[src/rtl/pwm_capture.sv]
// ---------------------------------------------------------------------------
// pwm_capture
//
// Receive-side PWM measurement. Synchronises an asynchronous PWM line,
// measures the rising-edge-to-rising-edge period and the high time of each
// complete period, and reports a normalised duty value in the same
// 0 .. 2^DUTY_W-1 scale the servo PWM generator accepts.
//
// A line that shows no edge for TIMEOUT cycles is flagged as stuck. The duty
// output is then forced to the rail the line is stuck at.
//
// Parameters
//   CNT_W    width of the cycle counters and of period_cycles/high_cycles
//   DUTY_W   width of the duty output; full scale is 2^DUTY_W
//   TIMEOUT  cycles without an edge before the line is declared stuck
//
// Ports
//   clk            board clock, all logic on its rising edge
//   reset          synchronous, active-high reset
//   pwm_in         asynchronous PWM input
//   period_cycles  clocks between consecutive rising edges (last accepted)
//   high_cycles    clocks the line was high within that period
//   duty           floor(high_cycles * 2^DUTY_W / period_cycles)
//   valid          one-cycle pulse when the three measurements update
//   stuck          level, set on timeout, cleared by the next valid
// ---------------------------------------------------------------------------
module pwm_capture #(
  parameter int unsigned CNT_W   = 32,
  parameter int unsigned DUTY_W  = 10,
  parameter int unsigned TIMEOUT = 4_000_000
) (
  input  logic              clk,
  input  logic              reset,
  input  logic              pwm_in,
  output logic [CNT_W-1:0]  period_cycles,
  output logic [CNT_W-1:0]  high_cycles,
  output logic [DUTY_W-1:0] duty,
  output logic              valid,
  output logic              stuck
);

  localparam int unsigned IDLE_W = $clog2(TIMEOUT + 1);
  localparam int unsigned BIT_W  = $clog2(DUTY_W + 1);

  localparam logic [IDLE_W-1:0] IDLE_SAT   = IDLE_W'(TIMEOUT);
  localparam logic [IDLE_W-1:0] IDLE_LAST  = IDLE_W'(TIMEOUT - 1);
  localparam logic [CNT_W-1:0]  CNT_MAX    = {CNT_W{1'b1}};
  localparam logic [CNT_W-1:0]  CNT_ONE    = CNT_W'(1);
  // Shortest period that still leaves the divider DUTY_W cycles to finish
  // before the following period can complete.
  localparam logic [CNT_W-1:0]  MIN_PERIOD = CNT_W'(DUTY_W + 2);
  localparam logic [BIT_W-1:0]  DIV_STEPS  = BIT_W'(DUTY_W);
  localparam logic [BIT_W-1:0]  DIV_ONE    = BIT_W'(1);

  typedef enum logic [1:0] {
    S_IDLE = 2'd0,
    S_HIGH = 2'd1,
    S_LOW  = 2'd2
  } state_t;

  // Input conditioning
  logic r_sync1;
  logic r_pwm_s;
  logic r_pwm_d;
  logic w_rise;
  logic w_fall;
  logic w_edge;

  // Timeout
  logic [IDLE_W-1:0] r_idle;
  logic              w_timeout;

  // Period / high-time measurement
  state_t           r_state;
  logic [CNT_W-1:0] r_cnt;
  logic [CNT_W-1:0] r_hi_lat;
  logic [CNT_W-1:0] w_cnt_inc;
  logic             w_load;

  // Restoring divider
  logic              r_div_busy;
  logic [BIT_W-1:0]  r_div_bits;
  logic [CNT_W-1:0]  r_div_rem;
  logic [CNT_W-1:0]  r_div_den;
  logic [CNT_W-1:0]  r_div_high;
  logic [DUTY_W-1:0] r_div_quo;
  logic [CNT_W:0]    w_rem_shift;
  logic [CNT_W:0]    w_rem_diff;
  logic              w_rem_ge;
  logic [CNT_W-1:0]  w_rem_next;
  logic [DUTY_W-1:0] w_quo_next;
  logic              w_div_last;

  // Output registers
  logic [CNT_W-1:0]  r_period;
  logic [CNT_W-1:0]  r_high;
  logic [DUTY_W-1:0] r_duty;
  logic              r_valid;
  logic              r_stuck;

  // -------------------------------------------------------------------------
  // Two-flop synchroniser plus one delay flop for edge detection.
  // -------------------------------------------------------------------------
  always_ff @(posedge clk) begin
    if (reset) begin
      r_sync1 <= 1'b0;
      r_pwm_s <= 1'b0;
      r_pwm_d <= 1'b0;
    end else begin
      // NOTE: non-blocking assignments make every flop sample its pre-edge
      // input; blocking ones here would collapse the chain into one flop.
      r_sync1 <= pwm_in;
      r_pwm_s <= r_sync1;
      r_pwm_d <= r_pwm_s;
    end
  end

  assign w_rise = r_pwm_s & ~r_pwm_d;
  assign w_fall = ~r_pwm_s & r_pwm_d;
  assign w_edge = w_rise | w_fall;

  // -------------------------------------------------------------------------
  // Idle counter: cleared by any edge, otherwise counts up and parks at
  // TIMEOUT so the timeout event fires exactly once per quiet stretch.
  // An edge in the cycle the counter would reach TIMEOUT wins.
  // -------------------------------------------------------------------------
  always_ff @(posedge clk) begin
    if (reset) begin
      r_idle <= '0;
    end else if (w_edge) begin
      r_idle <= '0;
    end else if (r_idle != IDLE_SAT) begin
      r_idle <= r_idle + IDLE_W'(1);
    end
  end

  assign w_timeout = ~w_edge & (r_idle == IDLE_LAST);

  // Saturating period counter; it never wraps back to a small value.
  assign w_cnt_inc = (r_cnt == CNT_MAX) ? r_cnt : r_cnt + CNT_ONE;

  // A completed period that is long enough starts a divide.
  assign w_load = (r_state == S_LOW) & w_rise & (r_cnt >= MIN_PERIOD);

  // -------------------------------------------------------------------------
  // One restoring-division step. The numerator is high << DUTY_W; because
  // high < period, its top CNT_W bits are already a valid partial remainder,
  // so the divider starts with remainder = high and shifts in DUTY_W zeros.
  // -------------------------------------------------------------------------
  always_comb begin
    // NOTE: each signal is assigned on every path through this block, so no
    // latch can be inferred.
    w_rem_shift = {r_div_rem, 1'b0};
    w_rem_diff  = w_rem_shift - {1'b0, r_div_den};
    // No borrow out of the subtraction means shifted remainder >= divisor.
    w_rem_ge    = ~w_rem_diff[CNT_W];
    w_rem_next  = w_rem_ge ? w_rem_diff[CNT_W-1:0] : w_rem_shift[CNT_W-1:0];
    w_quo_next  = {r_div_quo[DUTY_W-2:0], w_rem_ge};
    w_div_last  = (r_div_bits == DIV_ONE);
  end

  // -------------------------------------------------------------------------
  // Measurement FSM, divider sequencing and registered outputs.
  // -------------------------------------------------------------------------
  always_ff @(posedge clk) begin
    if (reset) begin
      r_state    <= S_IDLE;
      r_cnt      <= '0;
      r_hi_lat   <= '0;
      r_div_busy <= 1'b0;
      r_div_bits <= '0;
      r_div_rem  <= '0;
      r_div_den  <= '0;
      r_div_high <= '0;
      r_div_quo  <= '0;
      r_period   <= '0;
      r_high     <= '0;
      r_duty     <= '0;
      r_valid    <= 1'b0;
      r_stuck    <= 1'b0;
    end else begin
      r_valid <= 1'b0;

      unique case (r_state)
        S_IDLE: begin
          // The first rise only starts timing; that partial period is
          // never reported.
          if (w_rise) begin
            r_cnt   <= CNT_ONE;
            r_state <= S_HIGH;
          end
        end
        S_HIGH: begin
          r_cnt <= w_cnt_inc;
          if (w_fall) begin
            r_hi_lat <= r_cnt;
            r_state  <= S_LOW;
          end
        end
        S_LOW: begin
          if (w_rise) begin
            // Period complete; short ones are dropped but timing restarts.
            r_cnt   <= CNT_ONE;
            r_state <= S_HIGH;
          end else begin
            r_cnt <= w_cnt_inc;
          end
        end
        default: begin
          r_state <= S_IDLE;
        end
      endcase

      if (w_timeout) begin
        // Abandon any in-flight divide; period and high time keep their
        // last reported values, duty goes to the rail the line sits at.
        r_state    <= S_IDLE;
        r_div_busy <= 1'b0;
        r_stuck    <= 1'b1;
        r_duty     <= r_pwm_s ? {DUTY_W{1'b1}} : '0;
      end else begin
        if (r_div_busy) begin
          r_div_rem  <= w_rem_next;
          r_div_quo  <= w_quo_next;
          r_div_bits <= r_div_bits - DIV_ONE;
          if (w_div_last) begin
            r_div_busy <= 1'b0;
            r_valid    <= 1'b1;
            r_stuck    <= 1'b0;
            r_duty     <= w_quo_next;
            r_period   <= r_div_den;
            r_high     <= r_div_high;
          end
        end
        // The minimum-period rule guarantees the previous divide has
        // finished before the next load.
        if (w_load) begin
          r_div_busy <= 1'b1;
          r_div_bits <= DIV_STEPS;
          r_div_rem  <= r_hi_lat;
          r_div_den  <= r_cnt;
          r_div_high <= r_hi_lat;
          r_div_quo  <= '0;
        end
      end
    end
  end

  assign period_cycles = r_period;
  assign high_cycles   = r_high;
  assign duty          = r_duty;
  assign valid         = r_valid;
  assign stuck         = r_stuck;

endmodule

[config.mk]
export PLATFORM = sky130hd
export DESIGN_NAME = pwm_capture
export DESIGN_NICKNAME = d
export VERILOG_FILES = /design/src/rtl/pwm_capture.sv
export SDC_FILE = /design/constraint.sdc
export NUM_CORES = 1
export LEC_CHECK = 0
export CAP_MARGIN = 10
export CORE_MARGIN = 4
export CORE_UTILIZATION = 35
export DETAILED_ROUTE_END_ITERATION = 10
export PLACE_DENSITY = 0.51
export REMOVE_ABC_BUFFERS = 1
export SLEW_MARGIN = 20
export SYNTH_ARGS = -nofsm -noshare
export SYNTH_HDL_FRONTEND = slang
export SYNTH_SLANG_ARGS = --single-unit
[constraint.sdc]
create_clock -name clk -period 8.3 [get_ports clk]
set_input_delay 0.83 -clock clk [delete_from_list [all_inputs] [get_ports clk]]
set_output_delay 0.83 -clock clk [all_outputs]
set_load 0.01 [all_outputs]
==> flow_summary.toml <==
[timing]
clock_skew_ps = 13.33
timing.fmax_mhz = 249.1
fin_tns_setup_ps = 0
final-hold-violation-count = 0
final.period_utilization_pct = 48.37
relSlewSlack_pct = 31.64
worst_pin_slew_ps = 1023
fin_crit_ps = 4015
setup_viol = 0
rsz0062_at_grt = "no"
maxSlewViolCount = 0

[floorplanning]
die_x_microns = 195.5
num_rows = 68
fp.dieH_microns = 195.5
core_area_sq_mm = 0.03463
die-area_sq_mm = 0.03821
ios = 79
initial_utilization_pct = 35.53

[finish]
layout.nets = 1521
area_growth_pct = 17.41
fin_area_sq_mm = 0.01444
layout_common_cells = "dfxtp_1 (277), nand2_1 (247), a21oi_1 (173), nor2_1 (98), clkdlybuf4s50_1 (77)"
num_antenna_cells = 0
n_fill_cell = 3521
drive_gt1_share_pct = 5.808
final_common_cell = "dfxtp_1"

[place]
portBuffers = 78
gp_congestion = 0.8048
dp_hpwl_microns = 21680
dpl_cell_area_sq_mm = 0.01333

[grt]
grt-ovfl-total = 0
grt_max_degree = 66
grt_pass1_vias = 9668
antenna_found_initial = 0
grt_usage_pct = 16.20
grt_pass1_wl_microns = 52270

[setup_path]
max_stage_delay_ps = 800
cp_slowest_cell = "o311ai_4"
worstPathRequired_ps = 8750
reg2reg_depth = 12
crit_top_cell = "o311ai_4"
r2r-end = "r_div_rem[2]"
cp.arrival_ps = 4460
endpoint_kind = "flop"
critPathLaunchType = "flop"
crit_start = "r_div_den[0]"
r2r_start = "r_div_den[0]"
cp_cell_sequence = "inv_1, fa_1, a211oi_2, o211ai_1, a211o_1, o311ai_4, nand2_2, o311ai_4, buf_4, mux2i_1, o21ai_1, o211a_1"
regToRegSetupSlack_ps = 4290
crit_fanout = 37
setup.worst_path.class = "flop to flop"

[power_and_ir_drop]
irDropWorstVdd_v = 0.0001353
p_leak_nw = 5.205
power_density_mw_per_mm2 = 197.2

[clock_tree]
root_buffer = "clkbuf_16"
post_cts_buffers = 0
cts_resized = 0
clockBufferDepth = 3
path_clk_slew_ps = 60
cts.sinks = 277
cts_buffers = 30
clock_latency_ps = 560
cts_tree = "done"
cts_hold_buf = 0
htree_levels = 1

[run_status]
status = "complete, no violations"

[synthesis]
ys_ff_latch = 277
synth_top_area_share_pct = 45.08
synth_edf_count = 0
ys.flop_type = "dfxtp_1"
synth_area_sq_mm = 0.01230
ys_types = 61
synth_top_cell_by_area = "dfxtp_1"
yosys_warnings = 0
yosys-top-cells-area = "dfxtp_1 (45%), nand2_1 (7.6%), a21oi_1 (7.0%)"
synth_cells = 1438
synthArstFlopShare_pct = 0
seq_area_frac_synth_pct = 45.08
synth.avg_cell_area_sq_um = 8.555

[detailed_routing]
ant_nets = 0
viasPerCell = 5.092
wirelength_microns = 31600
routedWlPerCell_microns = 16.18
vias = 9945
drtIter0Drc = 483
drc_errors = 0
firstDrtPassIters = 5

[worst_hold_path]
worstHoldPathCells = 1
hold_path.class = "flop to flop"
whs_endpoint = "r_pwm_s"
min_from = "r_sync1"

[job]
max_cap_viol_count = 0
## kinds of logic (layout without fill, tap and decap cells)
logic type                 Yosys count  in the layout  synth area share (%)
and+or+nand+nor                    478            478                 17.08
DFF                                277            277                 45.08
xor gates and xnor gates            76             76                 5.411
muxes                               22             22                 1.790
AOI/OAI and AO/OA                  400            400                 20.97
adders and majority gates           44             44                 4.536
buffers and inverters              141            201                 5.136
## synth_stat cells, types with 4 or more instances
master / number
xnor2_1: 25
buf_2: 35
nand4_1: 14
o21bai_1: 6
a211o_1: 4
clkbuf_1: 39
and3_1: 13
o211ai_1: 7
ha_1: 43
and2_1: 5
a22o_1: 64
nand2b_1: 7
a21o_1: 20
dfxtp_1: 277
nor3_1: 15
nand3_1: 33
buf_4: 6
a21oi_1: 173
o21ai_1: 6
mux2i_1: 22
nor2_1: 101
o21a_1: 5
inv_1: 55
a211oi_1: 6
nor4_1: 10
and4_1: 7
nand2_1: 248
xor2_1: 51
a31oi_1: 6
o21ai_0: 49
a22oi_1: 28
o31ai_1: 4
or3_1: 10
## worst max path at each step
| stage | cells after the start | to | slack (ps) |
|---|---|---|---|
| global route | 12 | r_div_rem[2] | 4000 |
| finish | 12 | r_div_rem[2] | 4290 |
| floorplan | 11 | r_div_rem[2] | 4530 |
| global placement | 12 | r_div_rem[2] | 4310 |
| detailed placement | 12 | r_div_rem[2] | 4260 |
| CTS | 12 | r_div_rem[2] | 4250 |
## flip-flops by register name, summed over array words and instances (netlist names), 10 cells and up
| register | cells |
|---|---|
| r_div_rem | 32 |
| period_cycles | 32 |
| r_idle | 22 |
| duty | 10 |
| high_cycles | 32 |
| r_hi_lat | 32 |
| r_div_den | 32 |
| r_cnt | 32 |
| r_div_high | 32 |
## report_power, final
group / switching (mW) / internal, mW
Sequential: 0.00310 / 1.33
Clock: 0.556 / 0.913
Combinational: 0.0360 / 0.00859
Total: 0.595 / 2.25
## layer usage
metal	share of wire, %	vias up	track usage [%]
li1	-	5090	-
met1	49	4684	22.50
met2	46	134	26.88
met3	4.2	37	2.277
met4	1.8	0	3.569
met5	0	-	0
## worst max-delay path, delay by kind of cell (launching register included)
family / cells / cell delay (ps)
AOI/OAI and AO/OA: 7 / 2070
and+or+nand+nor: 1 / 140
DFF: 1 / 360
muxes: 1 / 230
adders and majority gates: 1 / 470
buffers and inverters: 2 / 610
## layout make-up
cell class | count | area, sq um | area share, %
inverters | 55 | 206.4 | 1.429
flip-flops and latches | 277 | 5545 | 38.39
clock inverters | 15 | 206.4 | 1.429
repair buffers | 90 | 868.3 | 6.012
well taps | 455 | 569.3 | 3.941
clock buffers | 41 | 903.4 | 6.254
multi-input cells | 1020 | 6145 | 42.54
## per-stage QoR
| stage | total power [mW] | std cells | utilization [%] | setup slack [ps] | hold slack (ps) |
|---|---|---|---|---|---|
| after floorplan | 1.385 | 1352 | - | 4530 | 413.8 |
| after global placement | 1.410 | 1897 | 38.49 | 4309 | 418.1 |
| after detailed placement | 1.410 | 1897 | 38.51 | 4264 | 429.0 |
| after CTS | 2.894 | 1953 | 41.71 | 4246 | 442.9 |
| after global routing | 2.942 | 1953 | 41.71 | 4005 | 451.0 |
| final | 2.848 | 1953 | 41.71 | 4285 | 439.7 |
Note: power is estimated with default switching activity, not from simulation.
